==> config.mk <==
export PLATFORM = sky130hd
export DESIGN_NAME = hdmi_power_seq_flat
export DESIGN_NICKNAME = d
export VERILOG_FILES = /design/src/rtl/hdmi_power_seq_if.sv /design/src/rtl/hdmi_power_seq.sv /design/src/flat_wrapper.sv
export SDC_FILE = /design/constraint.sdc
export NUM_CORES = 1
export LEC_CHECK = 0
export BUFFER_PORTS_ARGS = -buffer_cell sky130_fd_sc_hd__buf_2
export CORE_MARGIN = 2
export CORE_UTILIZATION = 55
export DETAILED_ROUTE_END_ITERATION = 16
export PLACE_DENSITY = 0.76
export SYNTH_ARGS = -nofsm -noshare
export SYNTH_HDL_FRONTEND = slang
export SYNTH_SLANG_ARGS = --single-unit
==> constraint.sdc <==
create_clock -name sys_clk -period 2.6 [get_ports sys_clk]
set_input_delay 0.13 -clock sys_clk [delete_from_list [all_inputs] [get_ports sys_clk]]
set_output_delay 0.13 -clock sys_clk [all_outputs]
set_load 0.05 [all_outputs]
==> src/rtl/hdmi_power_seq_if.sv <==
// Control/status bundle between the HDMI power sequencer and the top level.
// The master side is the sequencer; the slave side is the board-level logic.
interface hdmi_power_seq_if;
   logic       enable;
   logic       pll_locked;
   logic       pll_rst;
   logic       display_en;
   logic       fault;
   logic [2:0] state;
   logic [3:0] retry_cnt;
   logic [7:0] lock_loss_cnt;

   modport master (
      input  enable,
      input  pll_locked,
      output pll_rst,
      output display_en,
      output fault,
      output state,
      output retry_cnt,
      output lock_loss_cnt
   );

   modport slave (
      output enable,
      output pll_locked,
      input  pll_rst,
      input  display_en,
      input  fault,
      input  state,
      input  retry_cnt,
      input  lock_loss_cnt
   );
endinterface

==> src/rtl/hdmi_power_seq.sv <==
// PLL reset / lock-qualification sequencer gating the HDMI display path.
// display_en rises only after a programmable run of uninterrupted lock.
module hdmi_power_seq #(
   parameter int unsigned PLL_RST_CYCLES = 16,
   parameter int unsigned LOCK_TIMEOUT   = 100000,
   parameter int unsigned STABLE_CYCLES  = 1024,
   parameter int unsigned MAX_RETRY      = 3,
   parameter int unsigned CNT_W          = 17
) (
   input  logic             sys_clk,
   input  logic             sys_rst,
   hdmi_power_seq_if.master bus
);

   typedef enum logic [2:0] {
      StIdle     = 3'd0,
      StRstPll   = 3'd1,
      StWaitLock = 3'd2,
      StStable   = 3'd3,
      StRun      = 3'd4,
      StFault    = 3'd5
   } state_e;

   localparam logic [CNT_W-1:0] RstLast    = CNT_W'(PLL_RST_CYCLES - 1);
   localparam logic [CNT_W-1:0] LockLast   = CNT_W'(LOCK_TIMEOUT - 1);
   localparam logic [CNT_W-1:0] StableLast = CNT_W'(STABLE_CYCLES - 1);
   localparam logic [3:0]       MaxRetry   = 4'(MAX_RETRY);

   state_e           state_q, state_d;
   logic [CNT_W-1:0] timer_q, timer_d;
   logic [3:0]       retry_q, retry_d;
   logic [7:0]       loss_q, loss_d;
   logic [1:0]       sync_q, sync_d;
   logic             pll_rst_q, pll_rst_d;
   logic             display_en_q, display_en_d;
   logic             fault_q, fault_d;
   logic             locked_s;
   logic [3:0]       retry_inc;

   assign locked_s  = sync_q[1];
   assign retry_inc = retry_q + 4'd1;

   always_comb begin
      state_d = state_q;
      retry_d = retry_q;
      loss_d  = loss_q;
      sync_d  = {sync_q[0], bus.pll_locked};

      if (!bus.enable) begin
         state_d = StIdle;
         retry_d = '0;
      end else begin
         unique case (state_q)
            StIdle:     state_d = StRstPll;
            StRstPll:   if (timer_q == RstLast) state_d = StWaitLock;
            StWaitLock: begin
               // Lock seen in the timeout cycle wins over the retry.
               if (locked_s) begin
                  state_d = StStable;
               end else if (timer_q == LockLast) begin
                  retry_d = retry_inc;
                  state_d = (retry_inc == MaxRetry) ? StFault : StRstPll;
               end
            end
            StStable: begin
               if (!locked_s) begin
                  state_d = StWaitLock;
               end else if (timer_q == StableLast) begin
                  state_d = StRun;
                  retry_d = '0;
               end
            end
            StRun: begin
               if (!locked_s) begin
                  state_d = StRstPll;
                  if (loss_q != 8'hFF) loss_d = loss_q + 8'd1;
               end
            end
            StFault: state_d = StFault;
            default: state_d = StIdle;
         endcase
      end

      timer_d = (state_d != state_q) ? '0 : timer_q + CNT_W'(1);

      // Outputs decode the next state so they switch together with state_q.
      pll_rst_d    = (state_d == StIdle) || (state_d == StRstPll) || (state_d == StFault);
      display_en_d = (state_d == StRun);
      fault_d      = (state_d == StFault);
   end

   always_ff @(posedge sys_clk) begin
      if (sys_rst) begin
         state_q      <= StIdle;
         timer_q      <= '0;
         retry_q      <= '0;
         loss_q       <= '0;
         sync_q       <= '0;
         pll_rst_q    <= 1'b1;
         display_en_q <= 1'b0;
         fault_q      <= 1'b0;
      end else begin
         state_q      <= state_d;
         timer_q      <= timer_d;
         retry_q      <= retry_d;
         loss_q       <= loss_d;
         sync_q       <= sync_d;
         pll_rst_q    <= pll_rst_d;
         display_en_q <= display_en_d;
         fault_q      <= fault_d;
      end
   end

   assign bus.state         = state_q;
   assign bus.pll_rst       = pll_rst_q;
   assign bus.display_en    = display_en_q;
   assign bus.fault         = fault_q;
   assign bus.retry_cnt     = retry_q;
   assign bus.lock_loss_cnt = loss_q;

endmodule

==> src/flat_wrapper.sv <==
// flat-port wrapper written by rule: the top's interface ports become plain ports
module hdmi_power_seq_flat 
#(
   parameter int unsigned PLL_RST_CYCLES = 16,
   parameter int unsigned LOCK_TIMEOUT   = 100000,
   parameter int unsigned STABLE_CYCLES  = 1024,
   parameter int unsigned MAX_RETRY      = 3,
   parameter int unsigned CNT_W          = 17
)
  (sys_clk, sys_rst, bus_enable, bus_pll_locked, bus_pll_rst, bus_display_en, bus_fault, bus_state, bus_retry_cnt, bus_lock_loss_cnt);
  hdmi_power_seq_if bus_i ();
  input  logic sys_clk;
  input  logic sys_rst;
  input wire logic [$bits(bus_i.enable)-1:0] bus_enable;
  input wire logic [$bits(bus_i.pll_locked)-1:0] bus_pll_locked;
  output wire logic [$bits(bus_i.pll_rst)-1:0] bus_pll_rst;
  output wire logic [$bits(bus_i.display_en)-1:0] bus_display_en;
  output wire logic [$bits(bus_i.fault)-1:0] bus_fault;
  output wire logic [$bits(bus_i.state)-1:0] bus_state;
  output wire logic [$bits(bus_i.retry_cnt)-1:0] bus_retry_cnt;
  output wire logic [$bits(bus_i.lock_loss_cnt)-1:0] bus_lock_loss_cnt;
  assign bus_i.enable = bus_enable;
  assign bus_i.pll_locked = bus_pll_locked;
  assign bus_pll_rst = bus_i.pll_rst;
  assign bus_display_en = bus_i.display_en;
  assign bus_fault = bus_i.fault;
  assign bus_state = bus_i.state;
  assign bus_retry_cnt = bus_i.retry_cnt;
  assign bus_lock_loss_cnt = bus_i.lock_loss_cnt;
  hdmi_power_seq #(.PLL_RST_CYCLES(PLL_RST_CYCLES), .LOCK_TIMEOUT(LOCK_TIMEOUT), .STABLE_CYCLES(STABLE_CYCLES), .MAX_RETRY(MAX_RETRY), .CNT_W(CNT_W)) u_core (.sys_clk(sys_clk), .sys_rst(sys_rst), .bus(bus_i));
endmodule
* Word-level counts from Yosys, hierarchy flattened
Cells that the tools add are included.
Storage, ports and cells: register bits 37, input port bits 4, output and inout port bits 18, word-level logic and storage cells 54
Cells by class: $add $sub $neg 3, eq/ne operators 18, muxes and demuxes 14, bitwise operators 2, reduce and logical (&&, ||, !) cells 9
Operator list (count):
- two-way mux 3 bit | 8
- one-hot mux 3 bit (6 select lines) | 1
- adder 17 x 1 -> 17 bit (second input constant) | 1
- == test 17 x 10 -> 1 bit (second input constant) | 1
- == test 17 bit (second input constant) | 1
- == test 17 x 4 -> 1 bit (second input constant) | 1
- two-way mux 4 bit | 4
- == test 3 bit (second input constant) | 4
- adder 8 x 1 -> 8 bit (second input constant) | 1
- inequality test 8 bit (second input constant) | 1
- one-hot mux 4 bit (2 select lines) | 1
- == test 3 x 1 -> 1 bit (second input constant) | 2
- == test 3 x 2 -> 1 bit (second input constant) | 2
- zero test 3 bit | 2
- inequality test 2 x 1 -> 1 bit (second input constant) | 3
- AND reduction 5 bit | 1
- adder 4 x 1 -> 4 bit (second input constant) | 1
- == test 4 x 2 -> 1 bit (second input constant) | 1
- AND reduction 4 bit | 1
- OR reduction 2 bit | 2
- inequality test 3 bit | 1
- logical OR 1 bit | 2
- inequality test 2 bit (second input constant) | 1
- NOT 1 bit | 2
- nonzero test 2 bit | 1

* Depth between registers and ports, before layout
Gate-level depths: netlist of run 1.
depth after elaboration 10, gate-level depth with buffers 8, mapped depth without buffers 7

* Worst setup path after synthesis of run 1
Ideal clock, no wire load.
path type reg-to-reg, from reg u_core.state_q[1], in the netlist u_core.bus.state[1], to reg u_core.timer_q[10], data arrival time 2076 ps, required time 2483 ps, slack 407 ps, cell stages (with the launch flop) 8, path buffers 1, cell sequence dfxtp_1 > nor2b_1 > nand2_1 > nor4_1 > o41ai_1 > nand3_1 > buf_2 > nor2_1
Between the ends: longest elaborated chain between the ends 6
Ends and longest elaborated chain:
- start: declaration | line hdmi_power_seq.sv:29 | state_e state_q, state_d;
- start signal: assignment | line hdmi_power_seq.sv:94 | state_q <= StIdle;
- start signal: assignment | line hdmi_power_seq.sv:103 | state_q <= state_d;
- two-way mux 3 bit, on equally long branches | line hdmi_power_seq.sv:68, hdmi_power_seq.sv:60
- two-way mux 3 bit, on equally long branches | line hdmi_power_seq.sv:66, hdmi_power_seq.sv:58
- one-hot mux 3 bit (6 select lines) | line hdmi_power_seq.sv:53 | unique case (state_q)
- two-way mux 3 bit | line hdmi_power_seq.sv:49 | if (!bus.enable) begin
- inequality test 3 bit * | line hdmi_power_seq.sv:84 | timer_d = (state_d != state_q) ? '0 : timer_q + CNT_W'(1);
- OR reduction 2 bit (no source line) *
- end signal: assignment | line hdmi_power_seq.sv:104 | timer_q <= timer_d;
- end: declaration | line hdmi_power_seq.sv:30 | logic [CNT_W-1:0] timer_q, timer_d;
Every way passes the cells marked *; elsewhere a longest branch is shown, timed or not. A chain may end at the register's enable or synchronous reset.

* Worst setup path after layout of run 1
from reg u_core.timer_q[0], to reg u_core.retry_q[3], in the netlist u_core.bus.retry_cnt[3]
Between the ends: longest elaborated chain between the ends 3
Ends and longest elaborated chain:
- == test 17 x 10 -> 1 bit / == test 17 bit (equally long branches) | line hdmi_power_seq.sv:68, hdmi_power_seq.sv:60
- inequality test 2 x 1 -> 1 bit (no source line)
- AND reduction 5 bit (no source line) *
- end signal: assignment | line hdmi_power_seq.sv:105 | retry_q <= retry_d;
- end: declaration | line hdmi_power_seq.sv:31 | logic [3:0] retry_q, retry_d;
Marked as above.

==> results of run 1 <==
[metal layers]
layer	global-route usage [%]	vias to the layer above	part of all wire (%)
li1	-	805	-
met1	27.7	735	47
met2	36.5	41	46
met3	5.80	10	4.8
met4	11.2	0	2.3
met5	0	-	0
[state kept, by name, indices dropped and copies added (netlist names)]
| register | flops |
|---|---|
| u_core.bus.lock_loss_cnt | 8 |
| u_core.timer_q | 17 |
| u_core.bus.display_en | 1 |
| u_core.bus.state | 3 |
| u_core.sync_q | 2 |
| u_core.bus.pll_rst | 1 |
| u_core.bus.fault | 1 |
| u_core.bus.retry_cnt | 4 |
[power by group]
| part | internal [mW] | switching (mW) | total, mW |
|---|---|---|---|
| registers | 0.570 | 0.00645 | 0.577 |
| logic | 0.0129 | 0.0265 | 0.0394 |
| clock network | 0.230 | 0.189 | 0.419 |
| total | 0.813 | 0.222 | 1.04 |
[cell type report]
cell class / count / share of cell area [%]
multi-input cells: 166 / 50.0
flip-flops and latches: 37 / 35.7
clock buffers: 7 / 2.65
well taps: 44 / 2.65
clock inverters: 1 / 1.45
repair buffers: 24 / 6.27
inverters: 7 / 1.27
[cells in the final DEF (no fill, tap or decap), types with 2 or more instances in the layout]
| cell | instances |
|---|---|
| a211oi_1 | 2 |
| a21oi_1 | 8 |
| a31oi_1 | 2 |
| and3_1 | 2 |
| and4_1 | 4 |
| buf_2 | 21 |
| buf_4 | 2 |
| clkbuf_4 | 5 |
| dfxtp_1 | 37 |
| ha_1 | 4 |
| inv_1 | 7 |
| nand2_1 | 17 |
| nand2b_1 | 3 |
| nand3_1 | 12 |
| nand4_1 | 4 |
| nor2_1 | 41 |
| nor2b_1 | 6 |
| nor3_1 | 7 |
| nor4_1 | 4 |
| o2111ai_1 | 2 |
| o21ai_0 | 4 |
| xnor2_1 | 11 |
| xor2_1 | 12 |
[worst max path at each step]
stage                        start                 endpoint
2_1_floorplan  u_core.bus.state[1]       u_core.timer_q[10]
3_3_place_gp     u_core.timer_q[0]  u_core.bus.retry_cnt[3]
3_5_place_dp     u_core.timer_q[0]  u_core.bus.retry_cnt[3]
4_1_cts          u_core.timer_q[0]  u_core.bus.retry_cnt[3]
5_1_grt          u_core.timer_q[0]  u_core.bus.retry_cnt[3]
6_report         u_core.timer_q[0]  u_core.bus.retry_cnt[3]
[logic make-up (layout without fill, tap and decap cells)]
group	after synthesis	count (layout)	synth area share [%]
xor gates and xnor gates	23	23	11.0
adders and majority gates	4	4	2.73
buffers and inverters	13	39	3.00
AOI/OAI and AO/OA	29	29	10.7
and+or+nand+nor	110	110	32.1
DFF	37	37	40.4
[through the flow]
stage               hold slack (ns)  setup slack [ns]
detailed placement            0.350             0.419
floorplan                     0.258             0.407
finish                       0.0859             0.385
global placement              0.339             0.512
CTS                          0.0875             0.384
global route                  0.102             0.265
[critical path: stages, from the launching register on]
cell and delay [ns]:
dfxtp_1 0.43, ha_1 0.27, and3_1 0.25, nand3_2 0.14, or3_4 0.43, nor2b_4 0.15
a2111o_1 0.34, a21oi_1 0.14
==> reports/qor.yml, run 1 <==
status: "finished, final reports clean"
synth_edf_count: 0
p_total_mw: 1.04
syn_nets: 224
cts_hold_buf: 1
regToRegStartpoint: "u_core.timer_q[0]"
arrival_ns: 2.49
drtIter0Drc: 88
die_x_um: 61.7
yosysMostFrequentCell: "nor2_1"
synthTopCellsByArea: "dfxtp_1, nor2_1, xor2_1, xnor2_1, nand2_1"
r2r_cells: 7
ys.flop_type: "dfxtp_1"
synthDistinctLibCells: 43
fill_cells: 303
firstDrtPassIters: 4
cts_buffer_depth: 2
cts_buffers: 5
synthCells: 216
clockRootBuffer: "clkbuf_4"
portBuffers: 21
drive_above_1_share_pct: 15.7
tritoncts: "done"
antenna_left: 0
fin_crit_ns: 2.22
hold_violations: 0
grt_antenna_before_repair: 0
setup_tns_ns: 0
finClkSkew_ns: 0.0169
cts_resized: 0
end_kind: "flop"
synth_top_area_share_pct: 40.4
maxCapViolCount: 0
num_rows: 20
yosysWarnings: 0
grt_pass1_vias: 1464
cts.reportedPaths.clkPinSlew_ns: 0.12
grt-ovfl-total: 0
critPathKind: "reg -> reg"
diodes: 0
die-area_sq_um: 3810
postCtsSetupRepairBufs: 0
grt_max_degree: 18
final_core_util_pct: 66.9
clock-sinks: 37
area_growth_pct: 13.2
final_max_slew_viol_count: 0
max_freq_mhz: 451
place_inst: 277
r2r_setup_slack_ns: 0.38
multi_input_area_sq_um: 1040
worstPathRequired_ns: 2.88
yosys.area.top_type: "dfxtp_1"
wl_per_cell_um: 13.1
initial_utilization_pct: 59.1
nNetsFinal: 249
fin_crit_sh_pct: 85.2
leakage_nw: 0.800
placed_area_sq_um: 1980
vias: 1591
hp-class: "in -> reg"
r2r_end: "u_core.bus.retry_cnt[3]"
cts.htree.levels: 2
drt_wl_total_um: 3750
power_density_nw_per_um2: 499
fin_area_sq_um: 2070
synthArstFlopShare_pct: 0
synth_area_sq_um: 1830
gp_congestion: 0.917
num_io_pins: 22
setup_viol: 0
core_area_sq_um: 3100
slew_headroom_pct: 66.9
detailedPlacementHpwl_um: 2710
seq_area_sq_um: 741
post_layout_nonfiller_instances: 286
min_delay_path_depth: 2
ir_drop_v: 0.000392
drcViolationCount: 0
clock_latency_ns: 0.35
ys_seq_area_share_pct: 40.4
min-delay-start: "sys_rst"
grt_pass1_wl_um: 6280
holdPathEnd: "u_core.bus.lock_loss_cnt[7]"
die_height_um: 61.7
critPathMaxFanout: 6
avgSynthCellArea_sq_um: 8.49
ys_ff_latch: 37
grt_usage_pct: 22.5
grt_setup_unrepaired: "false"
ys_top_cells_by_count: "nor2_1, dfxtp_1, nand2_1"
vias_per_cell: 5.56
start_kind: "flop"
worst_pin_slew_ns: 0.496
Note: power is estimated with default switching activity, not from simulation.
==> run 2: changes to the inputs <==
CAP_MARGIN = 10   (was default)
clock period = 2.1 ns   (was 2.6 ns; I/O delays follow)
==> reports/qor.yml, run 2 (same netlist as run 1, synthesis figures left out) <==
maxCapViolCount: 0  # unchanged
grt_setup_unrepaired: "false"  # unchanged
wl_met3_um: 201  # was 179 um
regMostFlops: "u_core.timer_q"  # unchanged
clock_latency_ns: 0.35  # about the same
grt_pass1_vias: 1366  # was 1,464
num_rows: 20  # unchanged
fill_cells: 296  # was 303
layout_common_cells: "nor2_1, dfxtp_1, buf_2, nand2_1"  # unchanged
tritoncts: "done"  # unchanged
final_common_cell: "nor2_1"  # unchanged
leakage_nw: 0.838  # was 0.800 nW
fin_crit_sh_pct: 94.9  # was 85.2%
met2_length_um: 1670  # was 1730 um
hold_violations: 0  # unchanged
fin_crit_ns: 1.99  # was 2.22 ns
status: "finished, final reports clean"  # unchanged
nNetsFinal: 258  # was 249
cts.htree.levels: 2  # unchanged
cts_buffers: 5  # unchanged
clockRootBuffer: "clkbuf_4"  # unchanged
ir_drop_v: 0.000455  # was 0.000392 V
clock-sinks: 37  # unchanged
drtIter0Drc: 94  # was 88
portBuffers: 21  # unchanged
place_inst: 285  # was 277
grt_pass1_wl_um: 6070  # was 6280 um
area_growth_pct: 16.0  # was 13.2%
die-area_sq_um: 3810  # unchanged
initial_utilization_pct: 59.1  # unchanged
grt_antenna_before_repair: 0  # unchanged
power_density_nw_per_um2: 529  # was 499 nW/um^2
diodes: 0  # unchanged
critPathKind: "reg -> reg"  # unchanged
setup_viol: 0  # unchanged
arrival_ns: 2.27  # was 2.49 ns
end_kind: "flop"  # unchanged
drive_above_1_share_pct: 20.7  # was 15.7%
gp_congestion: 0.937  # was 0.917
antenna_left: 0  # unchanged
die_x_um: 61.7  # unchanged
critPathMaxFanout: 6  # unchanged
vias_per_cell: 5.38  # was 5.56
wl_per_cell_um: 12.4  # was 13.1 um
num_io_pins: 22  # unchanged
cts_buffer_depth: 2  # unchanged
hp-class: "in -> reg"  # unchanged
detailedPlacementHpwl_um: 2710  # about the same
firstDrtPassIters: 4  # unchanged
grt-ovfl-total: 0  # unchanged
slew_headroom_pct: 65.2  # was 66.9%
worstPathRequired_ns: 2.38  # was 2.88 ns
finClkSkew_ns: 0.0107  # was 0.0169 ns
core_area_sq_um: 3100  # unchanged
drcViolationCount: 0  # unchanged
drt_wl_total_um: 3660  # was 3750 um
cts.reportedPaths.clkPinSlew_ns: 0.11  # was 0.12 ns
grt_max_degree: 18  # unchanged
final_max_slew_viol_count: 0  # unchanged
die_height_um: 61.7  # unchanged
start_kind: "flop"  # unchanged
largest_reg_flops: 17  # unchanged
worst_pin_slew_ns: 0.521  # was 0.496 ns
top_layer: "met4"  # unchanged
grt_usage_pct: 21.8  # was 22.5%
m1WireLength_um: 1730  # was 1750 um
setup_tns_ns: 0  # unchanged
final_core_util_pct: 68.5  # was 66.9%
vias: 1588  # was 1,591
max_freq_mhz: 502  # was 451 MHz
post_layout_nonfiller_instances: 295  # was 286
placed_area_sq_um: 2060  # was 1980 sq um
fin_area_sq_um: 2130  # was 2070 sq um
-- run 2: cell types whose count changed in the layout (fill, tap and decap cells not counted), sizes merged --
cell and change:
bufinv -1, clkbuf -1, buf +9, clkinv +2
-- run 2: path summary, 6_finish.rpt --
| check | startpoint | endpoint | slack, ns | depth (start not counted) |
|---|---|---|---|---|
| worst max-delay path | u_core.timer_q[1] | u_core.bus.retry_cnt[3] | 0.11 | 7 |
| worst max register to register | u_core.timer_q[1] | u_core.bus.retry_cnt[3] | 0.11 | 7 |
| worst min register to register | u_core.sync_q[0] | u_core.sync_q[1] | 0.45 | 1 |
| worst min-delay path | sys_rst | u_core.bus.lock_loss_cnt[6] | 0.08 | 2 |
-- run 2: metrics by stage --
| stage | hold WS (ns) | power [mW] | setup slack, ns |
|---|---|---|---|
| global placement | 0.314 | 0.785 | 0.115 |
| finish | 0.0776 | 1.13 | 0.107 |
| floorplan | 0.233 | 0.761 | 0.00739 |
| global route | 0.0654 | 1.18 | 0.0151 |
| CTS | 0.0753 | 1.14 | 0.0555 |
| detailed placement | 0.324 | 0.786 | 0.0866 |
-- run 2: where the power goes --
part / leakage [nW] / internal (mW) / total [mW] / switching, mW
combinational: 0.505 / 0.0236 / 0.0603 / 0.0367
clock: 0.0320 / 0.127 / 0.355 / 0.227
sequential: 0.301 / 0.706 / 0.711 / 0.00506
total: 0.838 / 0.857 / 1.13 / 0.269
-- run 2: per-layer routing --
layer  track usage, %  up-vias
met3             6.83        5
met4             7.29        0
li1                 -      824
met1             27.9      715
met5                0        -
met2             35.0       44
-- run 2: repair_timing --
item | in CTS | in global routing
setup endpoints to repair | 0 | 1
hold endpoints to repair | 1 | 0
resized for setup | 0 | 1
buffers inserted | 0 | 1
hold buffers | 1 | 0
-- run 2: worst max-delay path, stage by stage (launching register included) --
cell and delay, ns:
dfxtp_1 0.39, ha_1 0.18, and3_1 0.23, nand3_2 0.13, or3_4 0.38, nor2b_4 0.15, a2111o_1 0.34, a21oi_1 0.13
-- run 2: layout make-up --
cell class                      count  area (sq um)  share of cell area, %
Sequential cell                    37           747                   35.1
Multi-Input combinational cell    166          1040                   48.8
Inverter                            7          26.3                   1.24
Clock inverter                      2          10.0                  0.471
Tap cell                           44          55.1                   2.59
Clock buffer                        6          41.3                   1.94
Timing Repair Buffer               33           210                   9.88
